$ cat config.mk
export PLATFORM = sky130hd
export DESIGN_NAME = mem_access_unit
export DESIGN_NICKNAME = d
export VERILOG_FILES = /design/src/rtl/mem_access_unit.sv
export SDC_FILE = /design/constraint.sdc
export NUM_CORES = 1
export LEC_CHECK = 0
export BUFFER_PORTS_ARGS = -buffer_cell sky130_fd_sc_hd__buf_2
export CAP_MARGIN = 40
export CORE_AREA = 2 2 124 126
export DETAILED_ROUTE_END_ITERATION = 12
export DIE_AREA = 0 0 126 128
export MAX_ROUTING_LAYER = met4
export PLACE_DENSITY = 0.61
export SKIP_CTS_REPAIR_TIMING = 1
export SYNTH_ARGS = -nofsm -noshare
export SYNTH_HDL_FRONTEND = slang
export SYNTH_SLANG_ARGS = --single-unit
$ cat constraint.sdc
create_clock -name clk -period 3.5 [get_ports clk]
set_input_delay 0.175 -clock clk [delete_from_list [all_inputs] [get_ports clk]]
set_output_delay 0.175 -clock clk [all_outputs]
set_load 0.01 [all_outputs]
$ cat src/rtl/mem_access_unit.sv
// Load/store front-end: turns byte/half/word requests into word-memory reads, writes and read-modify-writes.
// Latency from the accept edge to resp_valid: error 1, word store 2, load 3, sub-word store 4.
// One request in flight: req_ready is high only when idle, and a response is held until resp_ready.
module mem_access_unit #(
   parameter int ADDR_W = 16
) (
   input  logic              clk,
   input  logic              rst,
   input  logic              req_valid,
   output logic              req_ready,
   input  logic              req_we,
   input  logic [1:0]        req_size,
   input  logic              req_signed,
   input  logic [ADDR_W-1:0] req_addr,
   input  logic [31:0]       req_wdata,
   output logic              resp_valid,
   input  logic              resp_ready,
   output logic [31:0]       resp_rdata,
   output logic              resp_err,
   output logic [ADDR_W-1:0] mem_raddr,
   output logic              mem_ren,
   input  logic [31:0]       mem_rdata,
   output logic [ADDR_W-1:0] mem_waddr,
   output logic [31:0]       mem_wdata,
   output logic              mem_wen,
   output logic [1:0]        mem_sizes
);

   typedef enum logic [2:0] {IDLE, RD, CAP, WR, RESP} state_t;

   state_t              state_q, state_d;
   logic [ADDR_W-1:0]   addr_q, addr_d;
   logic [1:0]          size_q, size_d;
   logic                we_q, we_d;
   logic                sgn_q, sgn_d;
   logic [31:0]         word_q, word_d;    // store data, then the merged word for RMW
   logic [31:0]         rdata_q, rdata_d;
   logic                err_q, err_d;

   logic                illegal_req;
   logic [4:0]          lane_shift;
   logic [7:0]          byte_v;
   logic [15:0]         half_v;
   logic [31:0]         load_val;
   logic [31:0]         lane_mask;
   logic [31:0]         merged;

   // Alignment check on the incoming request, and lane extract/merge on the latched one
   always_comb begin
      illegal_req = (req_size == 2'b11) ||
                    (req_size == 2'b01 && req_addr[0]) ||
                    (req_size == 2'b10 && req_addr[1:0] != 2'b00);
      lane_shift  = {addr_q[1:0], 3'b000};
      byte_v      = mem_rdata[lane_shift +: 8];
      half_v      = addr_q[1] ? mem_rdata[31:16] : mem_rdata[15:0];
      case (size_q)
         2'b00:   load_val = {{24{sgn_q & byte_v[7]}}, byte_v};
         2'b01:   load_val = {{16{sgn_q & half_v[15]}}, half_v};
         default: load_val = mem_rdata;
      endcase
      lane_mask = ((size_q == 2'b00) ? 32'h0000_00FF : 32'h0000_FFFF) << lane_shift;
      merged    = (mem_rdata & ~lane_mask) | ((word_q << lane_shift) & lane_mask);
   end

   // Next-state and datapath updates for the request sequencer
   always_comb begin
      state_d = state_q;
      addr_d  = addr_q;
      size_d  = size_q;
      we_d    = we_q;
      sgn_d   = sgn_q;
      word_d  = word_q;
      rdata_d = rdata_q;
      err_d   = err_q;
      case (state_q)
         IDLE: begin
            if (req_valid) begin
               addr_d  = req_addr;
               size_d  = req_size;
               we_d    = req_we;
               sgn_d   = req_signed;
               word_d  = req_wdata;
               rdata_d = 32'h0;
               err_d   = illegal_req;
               if (illegal_req)                        state_d = RESP;
               else if (req_we && req_size == 2'b10)   state_d = WR;
               else                                    state_d = RD;
            end
         end
         RD:   state_d = CAP;
         CAP: begin
            if (we_q) begin
               word_d  = merged;
               state_d = WR;
            end else begin
               rdata_d = load_val;
               state_d = RESP;
            end
         end
         WR:   state_d = RESP;
         RESP: if (resp_ready) state_d = IDLE;
         default: state_d = IDLE;
      endcase
   end

   // State and latched-request registers; reset abandons any operation in progress
   always_ff @(posedge clk or posedge rst) begin
      if (rst) begin
         state_q <= IDLE;
         addr_q  <= '0;
         size_q  <= 2'b00;
         we_q    <= 1'b0;
         sgn_q   <= 1'b0;
         word_q  <= 32'h0;
         rdata_q <= 32'h0;
         err_q   <= 1'b0;
      end else begin
         state_q <= state_d;
         addr_q  <= addr_d;
         size_q  <= size_d;
         we_q    <= we_d;
         sgn_q   <= sgn_d;
         word_q  <= word_d;
         rdata_q <= rdata_d;
         err_q   <= err_d;
      end
   end

   // Every output is decoded from registered state only
   always_comb begin
      req_ready  = (state_q == IDLE);
      resp_valid = (state_q == RESP);
      resp_rdata = rdata_q;
      resp_err   = err_q;
      mem_ren    = (state_q == RD);
      mem_wen    = (state_q == WR);
      mem_raddr  = {2'b00, addr_q[ADDR_W-1:2]};
      mem_waddr  = {2'b00, addr_q[ADDR_W-1:2]};
      mem_wdata  = word_q;
      mem_sizes  = size_q;
   end

endmodule
==> results.py, run 1 <==
metrics = {
    "outcome": {
        "status": "finished, final reports clean",
    },
    "floorplan": {
        "die_area_um2": 16130,
        "io_pins": 191,
        "die_w_um": 126,
        "dieHeight_um": 128,
        "core-area_um2": 14860,
        "start_util_pct": 33.46,
        "row_count": 45,
    },
    "sta": {
        "min_period_over_period_pct": 71.68,
        "setup_slack_ps": 991.1,
        "drv_slew": 0,
        "timing.setup.tns_ps": 0,
        "rsz0062_at_grt": "no",
        "worst_pin_slew_ps": 901.8,
        "slew_headroom_pct": 39.88,
        "setup_viol": 0,
        "hold_viol": 0,
        "timing.fmax_ghz": 0.3986,
        "min_period_ps": 2509,
        "clock_skew_ps": 11.48,
    },
    "global_route": {
        "grt_pass1_wl_um": 24330,
        "grtUsageTotal_pct": 19.96,
        "antenna_found_initial": 1,
        "grt_max_degree": 39,
        "grt_pass1_vias": 4163,
        "gr-total-overflow": 0,
    },
    "synth": {
        "postSynthCellCount": 460,
        "syn-cell-area_um2": 4974,
        "yosys_register_bits": 88,
        "synth-edff-count": 0,
        "yosysUniqueCellTypes": 52,
        "async_reset_ff_share_pct": 100.0,
        "yosysWarningCount": 0,
        "yosysSeqAreaShare_pct": 44.28,
        "syn_avg_cell_area_um2": 10.81,
        "synth_ff_type": "dfrtp_1",
    },
    "clock_tree": {
        "numCtsBuffers": 9,
        "cts_tree": "yes",
        "cts_sinks": 88,
        "cts.root.buffer_cell": "clkbuf_16",
        "insertion_delay_ps": 350,
        "cts_max_path_buffers": 2,
        "htree_levels": 3,
        "clkTransAtPathRegs_ps": 70,
    },
    "placed_design": {
        "place_congestion": 0.8826,
        "place_ws_ps": 1024,
        "port_buffers": 186,
        "dp_hpwl_um": 12050,
    },
    "cells_and_area": {
        "syn_to_final_growth_pct": 24.10,
        "nets": 697,
        "final_common_cell": "buf_2",
        "final_util_pct": 41.52,
        "layout-drive-gt1-share_pct": 45.60,
        "final_cell_mix": "buf_2, dfrtp_1, mux2_2",
    },
    "pwr": {
        "p_leak_nw": 2.964,
        "peakVddDrop_v": 0.0003441,
        "power_density_nw_per_um2": 992.6,
    },
    "routing": {
        "drtIter0Drc": 247,
        "wire_per_inst_um": 19.61,
        "ant_nets": 0,
        "wirelength_um": 15750,
        "via_per_inst": 5.463,
        "num_vias": 4387,
        "drcViolationCount": 0,
        "first_pass_iters": 4,
    },
    "worst_setup_path": {
        "crit_path_end_kind": "register",
        "crit_type": "register to register",
        "cp.required_ps": 3740,
        "startpoint": "mem_sizes[0]",
        "crit_path_max_fanout": 25,
        "cp-start-kind": "register",
        "regToRegStartpoint": "mem_sizes[0]",
        "crit_arrival_ps": 2740,
    },
    "min_path": {
        "worstHoldStart": "resp_ready",
        "min_path_type": "input pin to register",
    },
    "flow_run": {
        "drv_cap": 0,
    },
}
==> report_power, final <==
part	leakage (nW)	total [mW]	internal, mW	switching [mW]
Sequential	1.10	2.01	1.51	0.507
Combinational	1.73	3.17	1.49	1.68
Clock	0.135	0.947	0.495	0.452
==> cell usage after synthesis, drive strengths merged (2+ instances only) <==
master / instances / share of area (%)
o211ai: 9 / 1.4
and3b: 2 / 0.35
nand3: 8 / 0.91
and3: 17 / 2.1
mux4: 7 / 3.2
a21oi: 20 / 2.1
o22ai: 8 / 1.0
a221o: 33 / 6.6
nor3b: 2 / 0.40
mux2: 43 / 9.7
dfrtp: 88 / 44
nor3: 3 / 0.40
nand2b: 9 / 1.1
inv: 15 / 1.1
a211oi: 8 / 1.5
nor2b: 3 / 0.38
buf: 51 / 6.9
nor4b: 2 / 0.65
clkbuf: 14 / 1.1
nand2: 21 / 1.6
a22oi: 8 / 1.2
a2bb2oi: 8 / 1.4
mux2i: 10 / 2.3
nor2: 24 / 1.9
o221ai: 14 / 2.5
o21ai: 21 / 2.2
==> final cells by class <==
cell class | instances | area [um2]
multi-input combinational | 295 | 2335
clock buffer | 9 | 225.2
tap | 188 | 235.2
timing repair buffer | 200 | 1054
antenna | 1 | 2.502
inverter | 15 | 57.56
clock inverter | 7 | 61.31
sequential | 88 | 2202
fill | 1509 | 8692
==> worst max-delay path, cell delays in order, from the launching register on <==
cell     delay (ps)
dfrtp_1         930
nor2_1          240
a21oi_2         500
mux2_2          400
a221o_1         310
==> per-stage QoR <==
step                      hold slack [ps]  std cells  instance area (um2)  total power, mW
after floorplan                     266.8        463                 4985            4.267
after global placement              285.5        782                 5836            5.092
after detailed placement            295.4        785                 5873            5.206
after CTS                          -88.30        801                 6160            6.177
after global routing                13.11        803                 6172            6.589
final                               22.74        803                 6172            6.126
==> cell families (layout without fill, tap and decap cells) <==
| family | after synthesis | count (layout) | synth area share, % |
|---|---|---|---|
| flip-flops | 88 | 88 | 44.28 |
| multiplexers | 60 | 60 | 15.17 |
| other | 1 | 5 | 0.07540 |
| buffers and inverters | 80 | 231 | 9.107 |
| AND/OR/NAND/NOR | 94 | 94 | 10.24 |
| AO/OA/AOI/OAI | 137 | 137 | 21.13 |
==> final timing paths <==
path	end	slack [ps]	cells past startpoint
max	mem_wdata[11]	990	4
min	state_q[2]	20	2
max reg2reg	mem_wdata[11]	990	4
min reg2reg	resp_err	480	2
max in group asynchronous	mem_wdata[10]	2190	4
min in group asynchronous	resp_rdata[16]	460	3
==> metal layers <==
layer | vias up | share of wire, % | wire length, um | GRT usage, %
li1 | 2015 | - | - | -
met1 | 2173 | 45 | 7119 | 27.95
met2 | 187 | 46 | 7266 | 29.29
met3 | 12 | 7.7 | 1217 | 4.716
met4 | 0 | 0.90 | 142 | 5.042
met5 | - | 0 | 0 | -
Note: power is estimated with default switching activity, not from simulation.
==> run 2, diff against run 1 <==
Settings changed: PLACE_DENSITY 0.61 to 0.63.
Clock period 3.5 ns to 2.15 ns, I/O delays scaled along.
==> results.py, run 2 (synthesized netlist as in run 1, its figures left out) <==
metrics = {
    "placed_design": {
        "dp_hpwl_um": 12070,
        "place_congestion": 0.9250,
        "port_buffers": 186,
        "place_area_um2": 5944,
        "place_ws_ps": 192.0,
        "post-place-cells": 793,
    },
    "floorplan": {
        "core-area_um2": 14860,
        "row_count": 45,
        "start_util_pct": 33.46,
        "io_pins": 191,
        "die_w_um": 126,
        "dieHeight_um": 128,
        "die_area_um2": 16130,
    },
    "worst_setup_path": {
        "startpoint": "addr_q[0]",
        "r2r-end": "mem_wdata[9]",
        "regToRegStartpoint": "addr_q[0]",
        "rr_worst_depth": 4,
        "cp_slowest_cell": "dfrtp_1",
        "cp.required_ps": 2380,
        "crit_type": "register to register",
        "crit_arrival_ps": 2200,
        "crit_path_end_kind": "register",
        "r2r_setup_slack_ps": 170,
        "path_cells": "inv_2, a21oi_2, mux2_2, a221o_1",
        "cp_slowest_stage_delay_ps": 510,
        "cp-endpoint": "mem_wdata[9]",
        "cp-start-kind": "register",
        "crit_path_max_fanout": 10,
    },
    "sta": {
        "min_period_over_period_pct": 91.92,
        "min_period_ps": 1976,
        "clock_skew_ps": 9.786,
        "slew_headroom_pct": 56.75,
        "drv_slew": 0,
        "timing.fmax_ghz": 0.5060,
        "hold_viol": 0,
        "rsz0062_at_grt": "no",
        "timing.setup.tns_ps": 0,
        "setup_viol": 0,
        "holdWs_ps": 4.344,
        "worst_pin_slew_ps": 646.7,
        "setup_slack_ps": 173.6,
    },
    "pwr": {
        "power_density_nw_per_um2": 1606,
        "p_leak_nw": 3.011,
        "power_mw": 10.08,
        "peakVddDrop_v": 0.0004728,
    },
    "global_route": {
        "grt_max_degree": 73,
        "antenna_found_initial": 1,
        "gr-total-overflow": 0,
        "grt_pass1_vias": 4392,
        "grt_pass1_wl_um": 24450,
        "grtUsageTotal_pct": 19.76,
    },
    "cells_and_area": {
        "fillerInstances": 1458,
        "nets": 708,
        "final_cell_mix": "buf_2, dfrtp_1, mux2_2",
        "design_area_um2": 6274,
        "final_util_pct": 42.21,
        "final_common_cell": "buf_2",
        "syn_to_final_growth_pct": 26.14,
        "layout-drive-gt1-share_pct": 46.08,
        "fin_cells": 814,
    },
    "clock_tree": {
        "clkTransAtPathRegs_ps": 70,
        "insertion_delay_ps": 340,
        "cts_max_path_buffers": 2,
        "cts_sinks": 88,
        "cts.root.buffer_cell": "clkbuf_16",
        "cts_tree": "yes",
        "htree_levels": 3,
        "numCtsBuffers": 9,
    },
    "routing": {
        "num_vias": 4453,
        "via_per_inst": 5.471,
        "wirelength_um": 15710,
        "wire_per_inst_um": 19.30,
        "ant_nets": 0,
        "first_pass_iters": 6,
        "drcViolationCount": 0,
        "drtIter0Drc": 414,
    },
    "min_path": {
        "min_path_type": "input pin to register",
    },
    "outcome": {
        "status": "finished, final reports clean",
    },
    "flow_run": {
        "drv_cap": 0,
    },
}
run 2: cell types whose count changed in the layout (fill, tap and decap cells not counted), sizes merged:
cell         delta
dlygate4sd3     +3
inv             -1
clkbuf          +1
buf             +8
clkinv          -1
clkinvlp        +1
run 2: critical path, delay by kind of cell (launching register included):
| kind | cells | cell delay, ps |
|---|---|---|
| AOI/OAI and AO/OA | 2 | 790 |
| DFF | 1 | 510 |
| buffers and inverters | 1 | 170 |
| muxes | 1 | 410 |
run 2: area by class of cell:
type                       count  area (um2)  area share (%)
multi-input combinational    295        2344           37.36
sequential                    88        2202           35.10
clock inverter                 6       52.55          0.8377
tap                          188       235.2           3.750
timing repair buffer         211        1149           18.31
antenna                        1       2.502         0.03989
clock buffer                  10       229.0           3.650
inverter                      15       60.06          0.9573
run 2: power breakdown:
group | switching, mW | total (mW) | internal, mW
registers | 0.694 | 3.15 | 2.46
clock network | 0.698 | 1.50 | 0.803
logic | 2.90 | 5.43 | 2.53
run 2: worst min path at each step:
stage | start | end | slack, ps | cells past startpoint
finish | req_addr[14] | addr_q[14] | 4 | 2
global route | req_addr[14] | addr_q[14] | 3 | 2
CTS | rst | addr_q[9] | -220 | 2
detailed placement | rst | addr_q[15] | 150 | 2
global placement | rst | addr_q[15] | 130 | 2
floorplan | resp_ready | state_q[2] | 200 | 1
run 2: metal layers:
metal / vias up / wire [um] / GRT usage, %
met5: - / 0 / -
met4: 0 / 356 / 7.498
met3: 28 / 1293 / 4.048
met2: 237 / 7056 / 29.00
met1: 2155 / 7000 / 27.00
li1: 2033 / - / -
